[src/rtl/adder_arbiter.sv]
// Round-robin arbiter sharing one registered WIDTH-bit adder among NREQ requesters.
// One result slot; a new request may replace a result in the cycle it drains.
module adder_arbiter #(
  parameter int WIDTH = 8,
  parameter int NREQ  = 4
) (
  input  logic                  clk,
  input  logic                  reset,
  input  logic [NREQ-1:0]       req_valid,
  input  logic [NREQ*WIDTH-1:0] req_a,
  input  logic [NREQ*WIDTH-1:0] req_b,
  output logic [NREQ-1:0]       req_ready,
  output logic                  res_valid,
  input  logic                  res_ready,
  output logic [WIDTH-1:0]      res_sum,
  output logic                  res_carry,
  output logic [2:0]            res_id,
  output logic [15:0]           op_count
);

  typedef enum logic {IDLE, BUSY} state_t;

  state_t           state_q;
  logic             res_valid_q;
  logic [WIDTH-1:0] res_sum_q;
  logic             res_carry_q;
  logic [2:0]       res_id_q;
  logic [2:0]       rr_ptr_q;
  logic [15:0]      op_count_q;

  logic             accept;
  logic             res_hs;
  logic             req_hs;
  logic [NREQ-1:0]  grant;
  logic [2:0]       gidx;
  logic             found;
  int               idx;
  logic [WIDTH-1:0] op_a;
  logic [WIDTH-1:0] op_b;
  logic [WIDTH:0]   sum_d;
  logic [2:0]       rr_ptr_d;

  assign res_hs = ~reset & (state_q == BUSY) & res_ready;
  assign accept = ~reset & ((state_q == IDLE) | res_hs);

  // First valid requester at or after rr_ptr, wrapping modulo NREQ
  always_comb begin
    grant = '0;
    gidx  = '0;
    found = 1'b0;
    idx   = 0;
    if (accept) begin
      for (int k = 0; k < NREQ; k++) begin
        idx = (int'(rr_ptr_q) + k) % NREQ;
        if (!found && req_valid[idx]) begin
          found      = 1'b1;
          gidx       = 3'(idx);
          grant[idx] = 1'b1;
        end
      end
    end
  end

  assign req_hs    = found;
  assign req_ready = grant;

  assign op_a     = req_a[int'(gidx)*WIDTH +: WIDTH];
  assign op_b     = req_b[int'(gidx)*WIDTH +: WIDTH];
  assign sum_d    = {1'b0, op_a} + {1'b0, op_b};
  assign rr_ptr_d = 3'((int'(gidx) + 1) % NREQ);

  always_ff @(posedge clk) begin
    if (reset) begin
      state_q     <= IDLE;
      res_valid_q <= 1'b0;
      res_sum_q   <= '0;
      res_carry_q <= 1'b0;
      res_id_q    <= '0;
      rr_ptr_q    <= '0;
      op_count_q  <= '0;
    end else begin
      if (req_hs) begin
        state_q     <= BUSY;
        res_valid_q <= 1'b1;
        res_sum_q   <= sum_d[WIDTH-1:0];
        res_carry_q <= sum_d[WIDTH];
        res_id_q    <= gidx;
        rr_ptr_q    <= rr_ptr_d;
      end else if (res_hs) begin
        state_q     <= IDLE;
        res_valid_q <= 1'b0;
      end
      if (res_hs) begin
        op_count_q <= op_count_q + 16'd1;
      end
    end
  end

  assign res_valid = res_valid_q;
  assign res_sum   = res_sum_q;
  assign res_carry = res_carry_q;
  assign res_id    = res_id_q;
  assign op_count  = op_count_q;

endmodule

[config.mk]
export PLATFORM = sky130hd
export DESIGN_NAME = adder_arbiter
export DESIGN_NICKNAME = d
export VERILOG_FILES = /design/src/rtl/adder_arbiter.sv
export SDC_FILE = /design/constraint.sdc
export NUM_CORES = 1
export LEC_CHECK = 0
export CAP_MARGIN = 10
export CORE_MARGIN = 8
export CORE_UTILIZATION = 30
export CTS_CLUSTER_SIZE = 40
export DETAILED_ROUTE_END_ITERATION = 16
export HOLD_SLACK_MARGIN = 0.06
export PLACE_DENSITY_LB_ADDON = 0.08
export SKIP_CTS_REPAIR_TIMING = 1
export SYNTH_ARGS = -nofsm -noshare
export SYNTH_HDL_FRONTEND = slang
export SYNTH_SLANG_ARGS = --single-unit
export TNS_END_PERCENT = 50
[constraint.sdc]
create_clock -name clk -period 5.5 [get_ports clk]
set_clock_uncertainty 0.1 [all_clocks]
set_input_delay 1.1 -clock clk [delete_from_list [all_inputs] [get_ports clk]]
set_output_delay 1.1 -clock clk [all_outputs]
set_load 0.05 [all_outputs]
==> results, run 1 <==
- After global routing the overflow that remains totals 0.
- The via count of the first global-routing pass is 2739.
- The total DRC errors in the routed layout is 0.
- The flow ran to the end, and the final reports show no timing, DRC or antenna violations.
- The core area is 0.008763 mm².
- The number of antenna violations at the first check in global routing is 0.
- The number of clock buffers added by TritonCTS is 5.
- For this run, the leading register cell type out of synthesis is sky130_fd_sc_hd__dfxtp_1.
- Summing every instance area after synthesis gives 0.002719 mm².
- Clock latency on the worst-skew pair, taken at its later pin, is 0.27 ns.
- The smallest hold slack is 0.3741 ns.
- The die span in x is 111.2 µm.
- Of the available clock period, the critical path in the final layout requires 89.41%.
- In this run the critical register-to-register path is launched from rr_ptr_q[1].
- The final max-slew violation count is 0.
- Sequential elements use 22.09% of the synthesized area.
- STA classifies the critical path endpoint as a flop.
- The count of final setup violators is 0.
- The first global-routing pass estimated 14650 µm of wire.
- The maximum clock rate is 0.2034 GHz.
- The count of cells in the finished layout, fillers not included, comes to 533.
- The total number of vias is 2856.
- The critical path is of the in2reg type.
- The reg-to-reg critical path endpoint is res_sum[6].
- Synthesis inferred 30 register bits.
- Of all nets on the critical path, the largest fanout is 35.
- The startpoint identified for the worst hold timing path is res_sum[0].
- The post-synthesis cell count is 336.
- The terminating pin of the worst hold path is res_sum[0].
- The area growth from synthesis to layout is 42.20%.
- Buffers placed on the I/O ports in this run total 102.
- Entering global routing, the biggest net connects 36 pins.
- The most repeated library cell on the critical path is sky130_fd_sc_hd__o21a_1.
- The critical path's largest stage delay is 0.68 ns.
- The floorplan die area is 0.01237 mm².
- The area taken by flip-flops and latches is 600.6 µm².
- The number of cells on the worst reg-to-reg path is 16.
- Data on the critical path is required at its endpoint by 5.54 ns.
- The clock period minus worst slack is 4.917 ns.
- The multi-input combinational cells in the finished layout cover a total of 0.001928 mm².
- The worst hold path passes through 2 cells.
- Using the TritonRoute via totals, the vias-per-cell ratio works out to 5.358.
- TritonCTS built the clock tree.
- The maximum vdd ir drop is 218.3 µV.
- In this run the deepest clock path goes through 2 buffers.
- The number of unique standard cell types used by synthesis is 56.
- The slowest cell on the critical path is sky130_fd_sc_hd__o21ai_4.
- The HPWL after detailed placement is 6939 µm.
- Walking the worst path, the cells encountered are clkdlybuf4s50_1, nand2b_1, a32oi_1, o221ai_4, o21ai_4, a211oi_1, a31oi_1, ha_1, inv_1, fa_1, nor2b_1, o21ai_0, a21boi_0, o21a_1, o21a_1, o31ai_1.
- The initial core utilization is 31.03%.
- In the global route stage, overall resource usage came out at 13.99%.
- The count of final hold-check violations is 0.
- The library cells used most frequently in the layout, excluding fill and tap cells, are sky130_fd_sc_hd__clkdlybuf4s50_1, sky130_fd_sc_hd__nor2_1, sky130_fd_sc_hd__nand2_1.
- Clock-pin slew was measured on the worst setup and hold paths at 0.06 ns.
- The number of antenna-violating nets in the routed design is 0.
- Of the cells placed in the final design, the portion with a size suffix greater than 1 is 7.294%.
- The power per standard cell area is 502.4 mW/mm².
- Averaged over all synthesized cells, the footprint is 8.092 µm².
- The routability-driven placement congestion ratio is 0.8516.
- The most frequent standard cell in the layout excluding fill and tap cells is sky130_fd_sc_hd__clkdlybuf4s50_1.
- The core utilization of the finished layout is 44.12%.
- For the pin with the worst max-slew slack, the measured transition is 0.8221 ns.
- The kind of start point of the critical path is a primary input.
- The number of antenna diodes in the final layout is 0.
- After detailed placement, the total cell area comes to 0.003757 mm².
- The analysis attributes to cell leakage a power of 1.593 nW.
- When the netlist entered floorplanning its net count stood at 425.
- The number of I/O pins is 104.
- The sum of negative setup slack is 0 ns.
- Measured against its own limit, the worst slew margin works out to 44.69%.
- The yosys synthesis warning count is 0.
- The net count of the finished layout is 513.
- The number of detailed-route iterations in the first pass is 4.
- The number of enable flip-flop cells after synthesis is 0.
- Setup repair after global routing left no endpoint under its margin.
- The detail-routed net length per standard cell is 17.06 µm.
- After filler insertion, the fill cell instance count of the layout stands at 873.
- Across the run, the number of max-cap violations was 0.
- The arrival time of the worst setup path is 4.95 ns.
- The clock root buffer is sky130_fd_sc_hd__clkbuf_8.
- In this run, the number of DRC markers left after iteration 0 of detailed routing was 168.
- The number of placed cells counting well taps is 525.
- The clock tree synthesis step divided the H-tree into 2 levels.
- The floorplan has 34 rows.
- The fraction of registers with async set/reset is 0%.
- Across all register-to-register paths, the minimum setup slack is 0.84 ns.
- The final non-filler cell area is 0.003866 mm².
- The detailed-route wire length is 9091 µm.
- The class of the tightest hold or removal check is reg2reg.
- The number of clock sinks is 30.
- Measured along the y axis, the die boundary spans 111.2 µm.
-- how the worst max path moves through the flow --
stage | start | endpoint | cells after the start
detailed placement | req_valid[1] | res_sum[6] | 16
finish | req_valid[1] | res_sum[6] | 16
global placement | req_valid[3] | res_carry | 15
CTS | req_valid[1] | res_sum[6] | 16
floorplan | req_valid[3] | res_carry | 16
global route | req_valid[1] | res_sum[6] | 16
-- routing by layer --
layer	routed length (µm)	global-route usage, %
met1	4478	19.92
met2	3819	20.43
met3	731	3.896
met4	62	2.400
met5	0	0
-- area by class of cell --
type,count,share of cell area (%)
sequential,30,15.53
clock inverter,3,1.036
multi-input combinational,271,49.87
timing repair buffer,110,27.70
inverter,6,0.5825
clock buffer,5,1.780
tap,108,3.495
-- worst max-delay path: cells and delay by family --
family | cells | cell delay [ns]
AO/OA/AOI/OAI | 10 | 2.27
AND/OR/NAND/NOR | 2 | 0.29
buffers and inverters | 2 | 0.71
adder cells (fa/ha/maj) | 2 | 0.56
-- Yosys cell counts, drive strengths merged, types with 2 or more instances --
cell type | instances | share of area (%)
o21ai | 9 | 2.2
nand3b | 5 | 1.4
and4 | 2 | 0.64
buf | 20 | 4.9
a21o | 2 | 0.55
a31oi | 19 | 4.6
mux2i | 2 | 0.74
nand3 | 15 | 2.9
nand4 | 2 | 0.46
nor3b | 3 | 0.83
a32oi | 2 | 0.92
xnor2 | 4 | 1.3
a22oi | 4 | 1.1
dfxtp | 30 | 22
xor2 | 14 | 4.5
a211oi | 17 | 4.7
nand2b | 4 | 0.92
nor2b | 6 | 1.7
or3 | 2 | 0.46
a31o | 3 | 0.97
o211a | 16 | 5.9
and3 | 3 | 0.69
mux4 | 2 | 1.7
o211ai | 17 | 4.7
nor2 | 34 | 4.7
nand2 | 31 | 4.3
ha | 17 | 7.8
nor3 | 5 | 0.92
o21a | 2 | 0.55
clkbuf | 9 | 1.2
a221oi | 4 | 1.3
inv | 5 | 0.69
a21oi | 12 | 2.6
and2 | 2 | 0.46
-- cell families after synthesis --
logic type,Yosys count,synth area share (%)
AO/OA/AOI/OAI,114,33.13
AND/OR/NAND/NOR,116,20.89
flip-flops,30,22.09
adder cells (fa/ha/maj),18,8.559
buffers and inverters,35,6.994
other,1,0.1379
multiplexers,4,2.393
XOR/XNOR,18,5.798
-- stage by stage --
step / setup WS (ns) / total power, mW
after detailed placement: 0.2906 / 1.730
after floorplan: 1.194 / 1.403
final: 0.5825 / 1.942
after CTS: 0.5917 / 1.957
after global routing: 0.1774 / 2.119
after global placement: 0.3998 / 1.724
-- state kept, by name (all words and copies together), names as in the netlist --
register and flops:
res_id 2, res_valid 1, res_sum 8, res_carry 1, rr_ptr_q 2, op_count 16
-- report_power, final --
group	total [mW]	switching, mW	internal [mW]
combinational	1.43	0.858	0.575
clock	0.215	0.0815	0.133
sequential	0.295	0.0344	0.260
total	1.94	0.974	0.968
Power figures use the tool's default switching activity.
==> inputs of run 2 (changes only) <==
--- a/config.mk
+++ b/config.mk
@@ -10,6 +10,7 @@
 export CORE_UTILIZATION = 30
 export CTS_CLUSTER_SIZE = 40
 export DETAILED_ROUTE_END_ITERATION = 16
+export DONT_BUFFER_PORTS = 1
 export HOLD_SLACK_MARGIN = 0.06
 export PLACE_DENSITY_LB_ADDON = 0.08
 export SKIP_CTS_REPAIR_TIMING = 1
==> results, run 2 (synthesis gave the netlist of run 1 again) <==
- The flow ran to the end, and the final reports show no timing, DRC or antenna violations.
- The reg-to-reg critical path endpoint is res_sum[6].
- The remaining max-slew budget at the tightest pin is 54.56% (+9.9 points).
- The final-layout fill cell count is 918 (+5.2%).
- The detailed-route wire length is 8272 µm (-9.0%).
- The total DRC errors in the routed layout is 0 (unchanged).
- The routed via count divided by cell count is 5.806 (+8.4%).
- The initial core utilization is 31.03% (unchanged).
- The number of detailed-route iterations in the first pass came to 5 (+1).
- The number of flip-flops in the largest register is 16 (unchanged).
- The sum of negative setup slack is 0 ns (unchanged).
- The number of antenna violations at the first check in global routing is 0 (unchanged).
- The number of stages on the worst hold path is 2 (unchanged).
- In the layout the commonest cells are sky130_fd_sc_hd__nor2_1, sky130_fd_sc_hd__nand2_1, sky130_fd_sc_hd__dfxtp_1.
- The number of I/O pins is 104 (unchanged).
- The cell area reported after detailed placement is 0.002769 mm² (-26%).
- The die span in x is 111.2 µm (unchanged).
- The clock period minus worst slack is 4.646 ns (-0.2717 ns).
- The routability-driven placement congestion ratio came to 0.7726 (-9.3%).
- The count of routing violations after the opening detailed-route iteration is 230 (+37%).
- The post-route total power is 1.812 mW (-6.7%).
- The final non-filler cell area is 0.002864 mm² (-26%).
- The number of buffers created by CTS came to 5 (unchanged).
- The startpoint of the lowest-slack hold path is rr_ptr_q[1].
- The count of final hold-check violations came to 0 (unchanged).
- The arrival time of the worst setup path is 4.73 ns (-0.22 ns).
- The detail-routed net length per standard cell is 19.06 µm (+12%).
- The clock network latency to the later pin of the worst-skew pair is 0.27 ns (about the same).
- The critical path's largest stage delay is 0.54 ns (-0.14 ns).
- Compared with the post-synthesis result, the final layout area differs by 5.338%.
- The number of nets in the layout is 414 (-19%).
- The total number of vias came to 2520 (-12%).
- The largest net degree at the start of global routing is 37 (+2.8%).
- The reg-to-reg setup timing slack is 0.85 ns (about the same).
- The level count of the clock H-tree was 2 (unchanged).
- In this design, the largest share of critical-path delay is due to compound AO/OA/AOI/OAI gates.
- The actual slew at the worst max-slew pin came to 0.6790 ns (-0.1431 ns).
- The clock edge transition at the registers on the reported setup and hold paths is 0.07 ns (about the same).
- The number of antenna-violating nets in the routed design came to 0 (unchanged).
- The clock root buffer is sky130_fd_sc_hd__clkbuf_8.
- The floorplan die area came to 0.01237 mm² (unchanged).
- The total routing resource utilization after global routing was 12.64% (-1.4 points).
- The count of final setup violators is 0 (unchanged).
- The maximum number of buffers from clock root to sink is 2 (unchanged).
- The core area is 0.008763 mm² (unchanged).
- The quantity of I/O buffers inserted on ports came to 0 (-100%).
- Walking the worst path, the cells encountered are inv_1, ha_1, or3b_1, a2111o_1, nand3_2, buf_4, o211a_1, a211oi_1, a31oi_1, ha_1, inv_1, fa_1, nor2b_1, o21ai_0, a21boi_0, o21a_1, nor3_1, o31ai_1.
- Setup repair after global routing left no endpoint under its margin.
- The logic depth of the worst register-to-register path is 18 (+2).
- The library cell used most frequently in the layout, excluding fill and tap cells, is sky130_fd_sc_hd__nor2_1.
- The final global-route overflow total is 0 (unchanged).
- The slowest cell on the critical path is sky130_fd_sc_hd__dfxtp_1.
- The wire length of the first global-routing pass was 13090 µm (-11%).
- The class of the tightest hold or removal check is reg2reg.
- The maximum clock rate was 0.2153 GHz (+5.8%).
- The largest fanout on the critical path is 36 (+2.9%).
- The core utilization of the finished layout is 32.68% (-11 points).
- The start of the worst register-to-register path is rr_ptr_q[1].
- The power per standard cell area is 632.8 mW/mm² (+26%).
- The maximum vdd ir drop is 197.2 µV (-9.6%).
- The max-capacitance violation count is 0 (unchanged).
- The standby leakage power is 1.205 nW (-24%).
- The smallest hold slack was 0.6100 ns (+0.2359 ns).
- The clock tree from TritonCTS is yes.
- The number of antenna cells inserted is 0 (unchanged).
- The share of post-route cells with drive strength above 1 is 9.202% (+1.9 points).
- The required time of the critical path is 5.58 ns (+0.04 ns).
- The number of clock sinks was 30 (unchanged).
- The kind of start point of the critical path is a flop.
- The critical path is of the reg2reg type.
- The half-perimeter wire length of the detailed placement result is 6426 µm (-7.4%).
- The buffer and inverter count on the worst path is 3 (+1).
- The type of element capturing the critical path is a flop.
- The via count of the first global-routing pass is 2388 (-13%).
- For hold timing, the worst endpoint is rr_ptr_q[1].
- The post-route fraction of the period consumed by the critical path is 84.47% (-4.9 points).
- The final max-slew violation count is 0 (unchanged).
- The number of standard-cell rows in the floorplan is 34 (unchanged).
- The height of the die is 111.2 µm (unchanged).
## run 2: cell count changes in the layout (fill, tap and decap cells not counted)
cell / change
sky130_fd_sc_hd__buf_4: -1
sky130_fd_sc_hd__bufinv_16: -1
sky130_fd_sc_hd__clkbuf_8: +1
sky130_fd_sc_hd__clkdlybuf4s50_1: -98
sky130_fd_sc_hd__clkinv_2: -1
sky130_fd_sc_hd__clkinvlp_4: +1
## run 2: metrics by stage
stage               worst slack, ns  instances
detailed placement           0.8947        426
finish                       0.8543        434
floorplan                     1.194        336
global placement             0.9942        426
CTS                          0.8545        434
global route                 0.4277        434
## run 2: metal layers
metal	share of wire, %	wire, µm	track usage, %
met1	45	3761	16.07
met3	8.4	698	3.950
met4	0.66	55	2.667
met5	0	0	0
met2	45	3757	20.31
## run 2: power by group
part           internal [mW]  leakage, nW  switching (mW)
logic                  0.486        0.912           0.732
clock network          0.100       0.0472          0.0824
registers              0.260        0.245           0.151
## run 2: final cells by class
class	count	area (µm²)	share of cell area [%]
Clock buffer	6	82.58	2.883
Tap cell	108	135.1	4.718
Sequential cell	30	600.6	20.97
Multi-Input combinational cell	271	1928	67.32
Clock inverter	2	12.51	0.4369
Timing Repair Buffer	11	82.58	2.883
Inverter	6	22.52	0.7864
## run 2: worst max-delay path by stage
stage,depth (start not counted),from,to
4_1_cts,18,rr_ptr_q[1],res_sum[6]
2_1_floorplan,16,req_valid[3],res_carry
3_5_place_dp,18,rr_ptr_q[1],res_sum[6]
3_3_place_gp,13,req_valid[2],res_sum[7]
6_report,18,rr_ptr_q[1],res_sum[6]
5_1_grt,17,rr_ptr_q[1],res_sum[6]
## run 2: worst register-to-register path, cell delays in order (launching register included)
cell and delay, ns:
sky130_fd_sc_hd__dfxtp_1 0.54, sky130_fd_sc_hd__inv_1 0.17, sky130_fd_sc_hd__ha_1 0.45, sky130_fd_sc_hd__or3b_1 0.39, sky130_fd_sc_hd__a2111o_1 0.43, sky130_fd_sc_hd__nand3_2 0.11
sky130_fd_sc_hd__buf_4 0.35, sky130_fd_sc_hd__o211a_1 0.19, sky130_fd_sc_hd__a211oi_1 0.04, sky130_fd_sc_hd__a31oi_1 0.20, sky130_fd_sc_hd__ha_1 0.20, sky130_fd_sc_hd__inv_1 0.05
sky130_fd_sc_hd__fa_1 0.37, sky130_fd_sc_hd__nor2b_1 0.16, sky130_fd_sc_hd__o21ai_0 0.11, sky130_fd_sc_hd__a21boi_0 0.24, sky130_fd_sc_hd__o21a_1 0.16, sky130_fd_sc_hd__nor3_1 0.05
sky130_fd_sc_hd__o31ai_1 0.24
